==> config.mk <==
export PLATFORM = sky130hd
export DESIGN_NAME = multicycle_control_unit
export DESIGN_NICKNAME = d
export VERILOG_FILES = /design/src/rtl/multicycle_control_unit.sv
export SDC_FILE = /design/constraint.sdc
export NUM_CORES = 1
export LEC_CHECK = 0
export CAP_MARGIN = 20
export CELL_PAD_IN_SITES_DETAIL_PLACEMENT = 0
export CELL_PAD_IN_SITES_GLOBAL_PLACEMENT = 1
export CORE_AREA = 2 2 64 66
export CTS_CLUSTER_SIZE = 25
export DETAILED_ROUTE_END_ITERATION = 16
export DIE_AREA = 0 0 66 68
export GPL_ROUTABILITY_DRIVEN = 1
export PLACE_DENSITY = 0.8
export RECOVER_POWER = 50
export SLEW_MARGIN = 20
export SYNTH_ARGS = -nofsm -noshare
export SYNTH_HDL_FRONTEND = slang
export SYNTH_SLANG_ARGS = --single-unit
==> constraint.sdc <==
create_clock -name clk -period 2.05 [get_ports clk]
set_input_delay 0.5125 -clock clk [delete_from_list [all_inputs] [get_ports clk]]
set_output_delay 0.5125 -clock clk [all_outputs]
set_load 0.005 [all_outputs]
==> src/rtl/multicycle_control_unit.sv <==
// RV32I multicycle control FSM: sequences fetch/decode/execute/memory/writeback over a shared
// memory with a bounded-latency handshake, and drives every datapath enable and mux select.
module multicycle_control_unit #(
  parameter int unsigned ALUCTRL_W = 3,
  parameter bit          CSR_EN    = 1'b1,
  parameter int unsigned MEM_TMO   = 16
) (
  input  logic                 clk,
  input  logic                 rst,
  input  logic [6:0]           op,
  input  logic [2:0]           f3,
  input  logic                 f7,
  input  logic [4:0]           rs1_f,      // IR[19:15], rs1 index or zimm for CSR ops
  input  logic                 zero,
  input  logic                 lt,
  input  logic                 mem_ready,
  output logic                 mem_req,
  output logic                 mem_write,
  output logic                 adr_src,
  output logic                 ir_write,
  output logic                 pc_write,
  output logic                 reg_write,
  output logic [1:0]           alu_src_a,
  output logic [1:0]           alu_src_b,
  output logic [ALUCTRL_W-1:0] alu_control,
  output logic [1:0]           res_src,
  output logic [2:0]           inm_src,
  output logic                 csr_w,
  output logic                 csr_inm,
  output logic                 fault,
  output logic [3:0]           state
);

  localparam int unsigned TMO_W = $clog2(MEM_TMO + 1);

  // ALU op codes: SHIFT lets the ALU pick SLL/SRL/SRA from IR[14:12]/IR[30]
  localparam logic [2:0] ALU_ADD   = 3'd0;
  localparam logic [2:0] ALU_SUB   = 3'd1;
  localparam logic [2:0] ALU_AND   = 3'd2;
  localparam logic [2:0] ALU_OR    = 3'd3;
  localparam logic [2:0] ALU_XOR   = 3'd4;
  localparam logic [2:0] ALU_SLT   = 3'd5;
  localparam logic [2:0] ALU_SLTU  = 3'd6;
  localparam logic [2:0] ALU_SHIFT = 3'd7;

  localparam logic [6:0] OP_LOAD   = 7'b0000011;
  localparam logic [6:0] OP_STORE  = 7'b0100011;
  localparam logic [6:0] OP_R      = 7'b0110011;
  localparam logic [6:0] OP_I      = 7'b0010011;
  localparam logic [6:0] OP_BRANCH = 7'b1100011;
  localparam logic [6:0] OP_JAL    = 7'b1101111;
  localparam logic [6:0] OP_JALR   = 7'b1100111;
  localparam logic [6:0] OP_LUI    = 7'b0110111;
  localparam logic [6:0] OP_AUIPC  = 7'b0010111;
  localparam logic [6:0] OP_SYSTEM = 7'b1110011;

  typedef enum logic [3:0] {
    S_FETCH, S_DECODE, S_MEMADR, S_MEMRD, S_MEMWB, S_MEMWR, S_EXER, S_EXEI,
    S_ALUWB, S_BRANCH, S_JAL, S_JALR, S_LUI, S_AUIPC, S_CSR, S_FAULT
  } state_t;

  state_t             r_state;
  state_t             w_next;
  logic [TMO_W-1:0]   r_tmo;
  logic [2:0]         w_alu;
  logic               w_mem_state;
  logic               w_wait;
  logic               w_tmo_hit;

  function automatic logic [2:0] alu_dec(input logic [2:0] fn3, input logic alt);
    case (fn3)
      3'b000:         return alt ? ALU_SUB : ALU_ADD;
      3'b001, 3'b101: return ALU_SHIFT;
      3'b010:         return ALU_SLT;
      3'b011:         return ALU_SLTU;
      3'b100:         return ALU_XOR;
      3'b110:         return ALU_OR;
      default:        return ALU_AND;
    endcase
  endfunction

  // Memory wait tracking; the counter is zero whenever no access is stalled
  assign w_mem_state = (r_state == S_FETCH) || (r_state == S_MEMRD) || (r_state == S_MEMWR);
  assign w_wait      = w_mem_state && !mem_ready;
  assign w_tmo_hit   = w_wait && (r_tmo == TMO_W'(MEM_TMO - 1));

  always_ff @(posedge clk) begin
    if (rst) begin
      r_state <= S_FETCH;
      r_tmo   <= '0;
    end else begin
      r_state <= w_next;
      r_tmo   <= w_wait ? r_tmo + TMO_W'(1) : '0;
    end
  end

  always_comb begin
    w_next    = r_state;
    mem_req   = 1'b0;
    mem_write = 1'b0;
    adr_src   = 1'b0;
    ir_write  = 1'b0;
    pc_write  = 1'b0;
    reg_write = 1'b0;
    alu_src_a = 2'd0;
    alu_src_b = 2'd0;
    w_alu     = ALU_ADD;
    res_src   = 2'd0;
    inm_src   = 3'd0;
    csr_w     = 1'b0;
    csr_inm   = 1'b0;
    case (r_state)
      S_FETCH: begin
        mem_req   = 1'b1;
        alu_src_b = 2'd2;
        res_src   = 2'd2;
        if (mem_ready) begin
          ir_write = 1'b1;
          pc_write = 1'b1;
          w_next   = S_DECODE;
        end else if (w_tmo_hit) begin
          w_next = S_FAULT;
        end
      end
      S_DECODE: begin
        alu_src_a = 2'd1;
        alu_src_b = 2'd1;
        inm_src   = 3'd2;
        case (op)
          OP_LOAD, OP_STORE: w_next = S_MEMADR;
          OP_R:              w_next = S_EXER;
          OP_I:              w_next = S_EXEI;
          OP_BRANCH:         w_next = S_BRANCH;
          OP_JAL:            w_next = S_JAL;
          OP_JALR:           w_next = S_JALR;
          OP_LUI:            w_next = S_LUI;
          OP_AUIPC:          w_next = S_AUIPC;
          OP_SYSTEM:         w_next = CSR_EN ? S_CSR : S_FAULT;
          default:           w_next = S_FAULT;
        endcase
      end
      S_MEMADR: begin
        alu_src_a = 2'd2;
        alu_src_b = 2'd1;
        inm_src   = op[5] ? 3'd1 : 3'd0;
        w_next    = op[5] ? S_MEMWR : S_MEMRD;
      end
      S_MEMRD: begin
        mem_req = 1'b1;
        adr_src = 1'b1;
        if (mem_ready)      w_next = S_MEMWB;
        else if (w_tmo_hit) w_next = S_FAULT;
      end
      S_MEMWB: begin
        res_src   = 2'd1;
        reg_write = 1'b1;
        w_next    = S_FETCH;
      end
      S_MEMWR: begin
        mem_req   = 1'b1;
        mem_write = 1'b1;
        adr_src   = 1'b1;
        if (mem_ready)      w_next = S_FETCH;
        else if (w_tmo_hit) w_next = S_FAULT;
      end
      S_EXER: begin
        alu_src_a = 2'd2;
        w_alu     = alu_dec(f3, f7);
        w_next    = S_ALUWB;
      end
      S_EXEI: begin
        alu_src_a = 2'd2;
        alu_src_b = 2'd1;
        w_alu     = alu_dec(f3, 1'b0);
        w_next    = S_ALUWB;
      end
      S_ALUWB: begin
        reg_write = 1'b1;
        w_next    = S_FETCH;
      end
      S_BRANCH: begin
        // Target precomputed in DECODE sits in the ALU result register
        alu_src_a = 2'd2;
        inm_src   = 3'd2;
        w_alu     = f3[2] ? (f3[1] ? ALU_SLTU : ALU_SLT) : ALU_SUB;
        if (f3[2:1] == 2'b01) begin
          w_next = S_FAULT;
        end else begin
          pc_write = f3[2] ? (lt ^ f3[0]) : (zero ^ f3[0]);
          w_next   = S_FETCH;
        end
      end
      S_JAL: begin
        pc_write  = 1'b1;
        alu_src_a = 2'd1;
        alu_src_b = 2'd2;
        inm_src   = 3'd3;
        w_next    = S_ALUWB;
      end
      S_JALR: begin
        pc_write  = 1'b1;
        alu_src_a = 2'd1;
        alu_src_b = 2'd2;
        w_next    = S_ALUWB;
      end
      S_LUI: begin
        alu_src_a = 2'd3;  // constant zero operand
        alu_src_b = 2'd1;
        inm_src   = 3'd4;
        w_next    = S_ALUWB;
      end
      S_AUIPC: begin
        alu_src_b = 2'd1;
        inm_src   = 3'd4;
        w_next    = S_ALUWB;
      end
      S_CSR: begin
        if (f3[1:0] == 2'b00) begin
          w_next = S_FAULT;
        end else begin
          res_src   = 2'd3;
          reg_write = 1'b1;
          csr_inm   = f3[2];
          csr_w     = !(f3[1] && (rs1_f == 5'd0));
          w_next    = S_FETCH;
        end
      end
      S_FAULT: w_next = S_FAULT;
      default: w_next = S_FAULT;
    endcase
    // Strobes stay quiet while reset is held, whatever state is being left
    if (rst) begin
      mem_req   = 1'b0;
      mem_write = 1'b0;
      ir_write  = 1'b0;
      pc_write  = 1'b0;
      reg_write = 1'b0;
      csr_w     = 1'b0;
    end
  end

  assign alu_control = ALUCTRL_W'(w_alu);
  assign fault       = (r_state == S_FAULT);
  assign state       = r_state;

endmodule

==> results_dict.tcl <==
set metrics [dict create \
    period_share 0.998 \
    cts-root-buf "clkbuf_8" \
    combPwrFrac 0.744 \
    coreArea_um2 3860 \
    leakagePower_nw 0.798 \
    internal-power_mw 1.16 \
    dp_cells 267 \
    skew_ns 0.00125 \
    slew_headroom 0.777 \
    fin_crit_ns 2.05 \
    wl_per_cell_um 13.2 \
    crit_path_max_incr_delay_ns 0.40 \
    max-clock-path-buffers 2 \
    crit_start "state[1]$_SDFF_PP0_" \
    drc 0 \
    switching_share 0.398 \
    layout-drive-gt1-share 0.378 \
    clk_latency_ns 0.23 \
    die_area_um2 4490 \
    layout_commonest_cell "buf_4" \
    grt_pass1_vias 1376 \
    synth_area_um2 1070 \
    ant_nets 0 \
    final_cells 272 \
    post_dp_cell_area_um2 1760 \
    htree_levels 1 \
    tightest_slew_ns 0.330 \
    worst-path-buf-inv 1 \
    crit_path_end_kind "output pin" \
    grt_overflow 0 \
    start_kind "flip-flop" \
    status "complete, no violations" \
    grt_max_degree 16 \
    hpwl_mm 2.80 \
    async_reset_ff_frac 0 \
    yosysUniqueCellTypes 55 \
    cts_tree "yes" \
    stdcell_area_um2 1850 \
    crit_arrival_ns 1.53 \
    grt_pass1_wl_mm 6.13 \
    wirelength_mm 3.59 \
    start_util 0.279 \
    yosysWarnings 0 \
    hp-class "reg2reg" \
    rsz0062_at_grt "true" \
    grt_usage 0.172 \
    holdCritStartpoint "r_tmo[0]$_SDFF_PP0_" \
    cpMaxStageDelayCell "or3_4" \
    final_cell_mix "buf_4, nor2_1, clkdlybuf4s50_1, nand2_1, dlygate4sd2_1" \
    critPathTopFamily "simple AND/OR/NAND/NOR gates" \
    cp.required_ns 1.54 \
    ys_ff_latch 9 \
    vdd_drop_max_uv 407 \
    cp_cell_sequence "or3_4 > nor2_4 > nor2_1 > nor4_2 > buf_2" \
    diodes 0 \
    power.switching_mw 0.767 \
    ys_seq_area_frac 0.168 \
    vias 1396 \
    fin_nets 246 \
    final_max_slew_viol_count 0 \
    synth_edf_count 0 \
    fp.dieH_um 68 \
    p_per_area_nw_per_um2 1040 \
    io_pins 46 \
    port_buffers 45 \
    hold_buffers 0 \
    cts_buffers 3 \
    place_ws_ns -0.758 \
    post_drt_via_cell_ratio 5.13 \
    worst_slack_ns 0.00450 \
    criticalPathCategory "reg2out" \
    synthesis.instances 151 \
    clock.fmax_mhz 489 \
    seq_power_share 0.150 \
    clock_sink_count 9 \
    routabilityCongestion 0.838 \
    die_x_um 66 \
    synth_nets 174 \
    drt_pass1_iterations 4 \
    antenna_found_initial 0 \
    finalSetupViolCount 0 \
    synth.avg_cell_area_um2 7.12 \
    maxCapViolCount 0 \
    row_count 23 \
    clk_pin_slew_ns 0.04 \
    drt_iter0_markers 44 \
    syn_to_final_growth_pct 71.7 \
    clkPwrFrac 0.106 \
    synth-main-ff-cell "dfxtp_1" \
    rr_startpoint "state[1]$_SDFF_PP0_" \
    crit_path_max_fanout 9 \
    hold_violations 0 \
]
## worst paths after layout
path                         end  cells past startpoint  slack (ns)
max reg2reg  r_tmo[2]$_SDFF_PP0_                      6        0.45
max                     pc_write                      5       0.005
min reg2reg  r_tmo[0]$_SDFF_PP0_                      1        0.45
min          r_tmo[0]$_SDFF_PP0_                      1        0.45
## Yosys cell counts, drive strengths merged, types with 2 or more instances
master  instances  area share
nor3b           3       0.021
nor4            4       0.023
mux2i           2       0.019
buf            10       0.061
xor2            3       0.024
ha              2       0.023
nand2          10       0.035
o31ai           4       0.028
inv             5       0.017
nor2b           3       0.017
or4             2       0.017
clkbuf          2      0.0070
a211oi          2       0.014
o21a            2       0.014
a21o            2       0.014
or2             2       0.012
nor2           26       0.093
and3            3       0.017
nand3           2      0.0093
a31oi           5       0.029
a21oi           7       0.033
o21ai           5       0.023
o21bai          2       0.014
nand2b          3       0.024
and2            2       0.012
xnor2           3       0.031
nor3            6       0.028
dfxtp           9        0.17
## sequential cells by signal (all words and copies together) (netlist names)
register	cells
r_tmo	5
state	4
## metal layers
layer	track usage	part of all wire	vias to the layer above
met5	0	0	-
li1	-	-	696
met4	0.0485	0.021	0
met2	0.316	0.51	35
met1	0.207	0.45	657
met3	0.0263	0.028	8
## metrics by stage
stage               hold WS, ns  TNS [ns]  total power [mW]  utilization
floorplan                 0.418         0             0.977            -
global placement          0.430     -6.76              1.68        0.457
detailed placement        0.440     -6.98              1.70        0.457
CTS                       0.450   -0.0114              1.93        0.480
global route              0.466    -0.170              2.10        0.479
finish                    0.446         0              1.93        0.479
## what timing repair did
| action | CTS | global route |
|---|---|---|
| setup endpoints to repair | 20 | 14 |
| gates resized for setup | 80 | 22 |
| pin swaps | 7 | 8 |
| buffers inserted | 1 | 0 |
## worst reg2reg max path: cells and delay by family (launching register included)
| kind | cells | cell delay (ns) |
|---|---|---|
| mux | 1 | 0.12 |
| simple gates | 2 | 0.55 |
| flops | 1 | 0.38 |
| buf+inv | 2 | 0.32 |
| xor+xnor | 1 | 0.16 |
## power groups by stage
stage / sequential [mW] / clock, mW / combinational (mW)
after floorplan: 0.260 / 0 / 0.717
after global placement: 0.271 / 0 / 1.41
after detailed placement: 0.273 / 0 / 1.43
after CTS: 0.283 / 0.211 / 1.44
after global routing: 0.294 / 0.223 / 1.58
final: 0.289 / 0.203 / 1.43
## final cells by class
| type | count | area, µm² |
|---|---|---|
| repair buffers | 79 | 644 |
| multi-input cells | 125 | 882 |
| fillers | 400 | 2010 |
| clock buffers | 4 | 45.0 |
| inverters | 5 | 18.8 |
| flip-flops and latches | 9 | 193 |
| well taps | 50 | 62.6 |
## cell families after synthesis
| kind of cell | Yosys count | share of synthesized area |
|---|---|---|
| simple gates | 75 | 0.390 |
| flops | 9 | 0.168 |
| compound gates | 40 | 0.260 |
| xor+xnor | 6 | 0.0559 |
| buf+inv | 17 | 0.0850 |
| mux | 2 | 0.0186 |
| fa+ha+maj | 2 | 0.0233 |
Note: power is estimated with default switching activity, not from simulation.
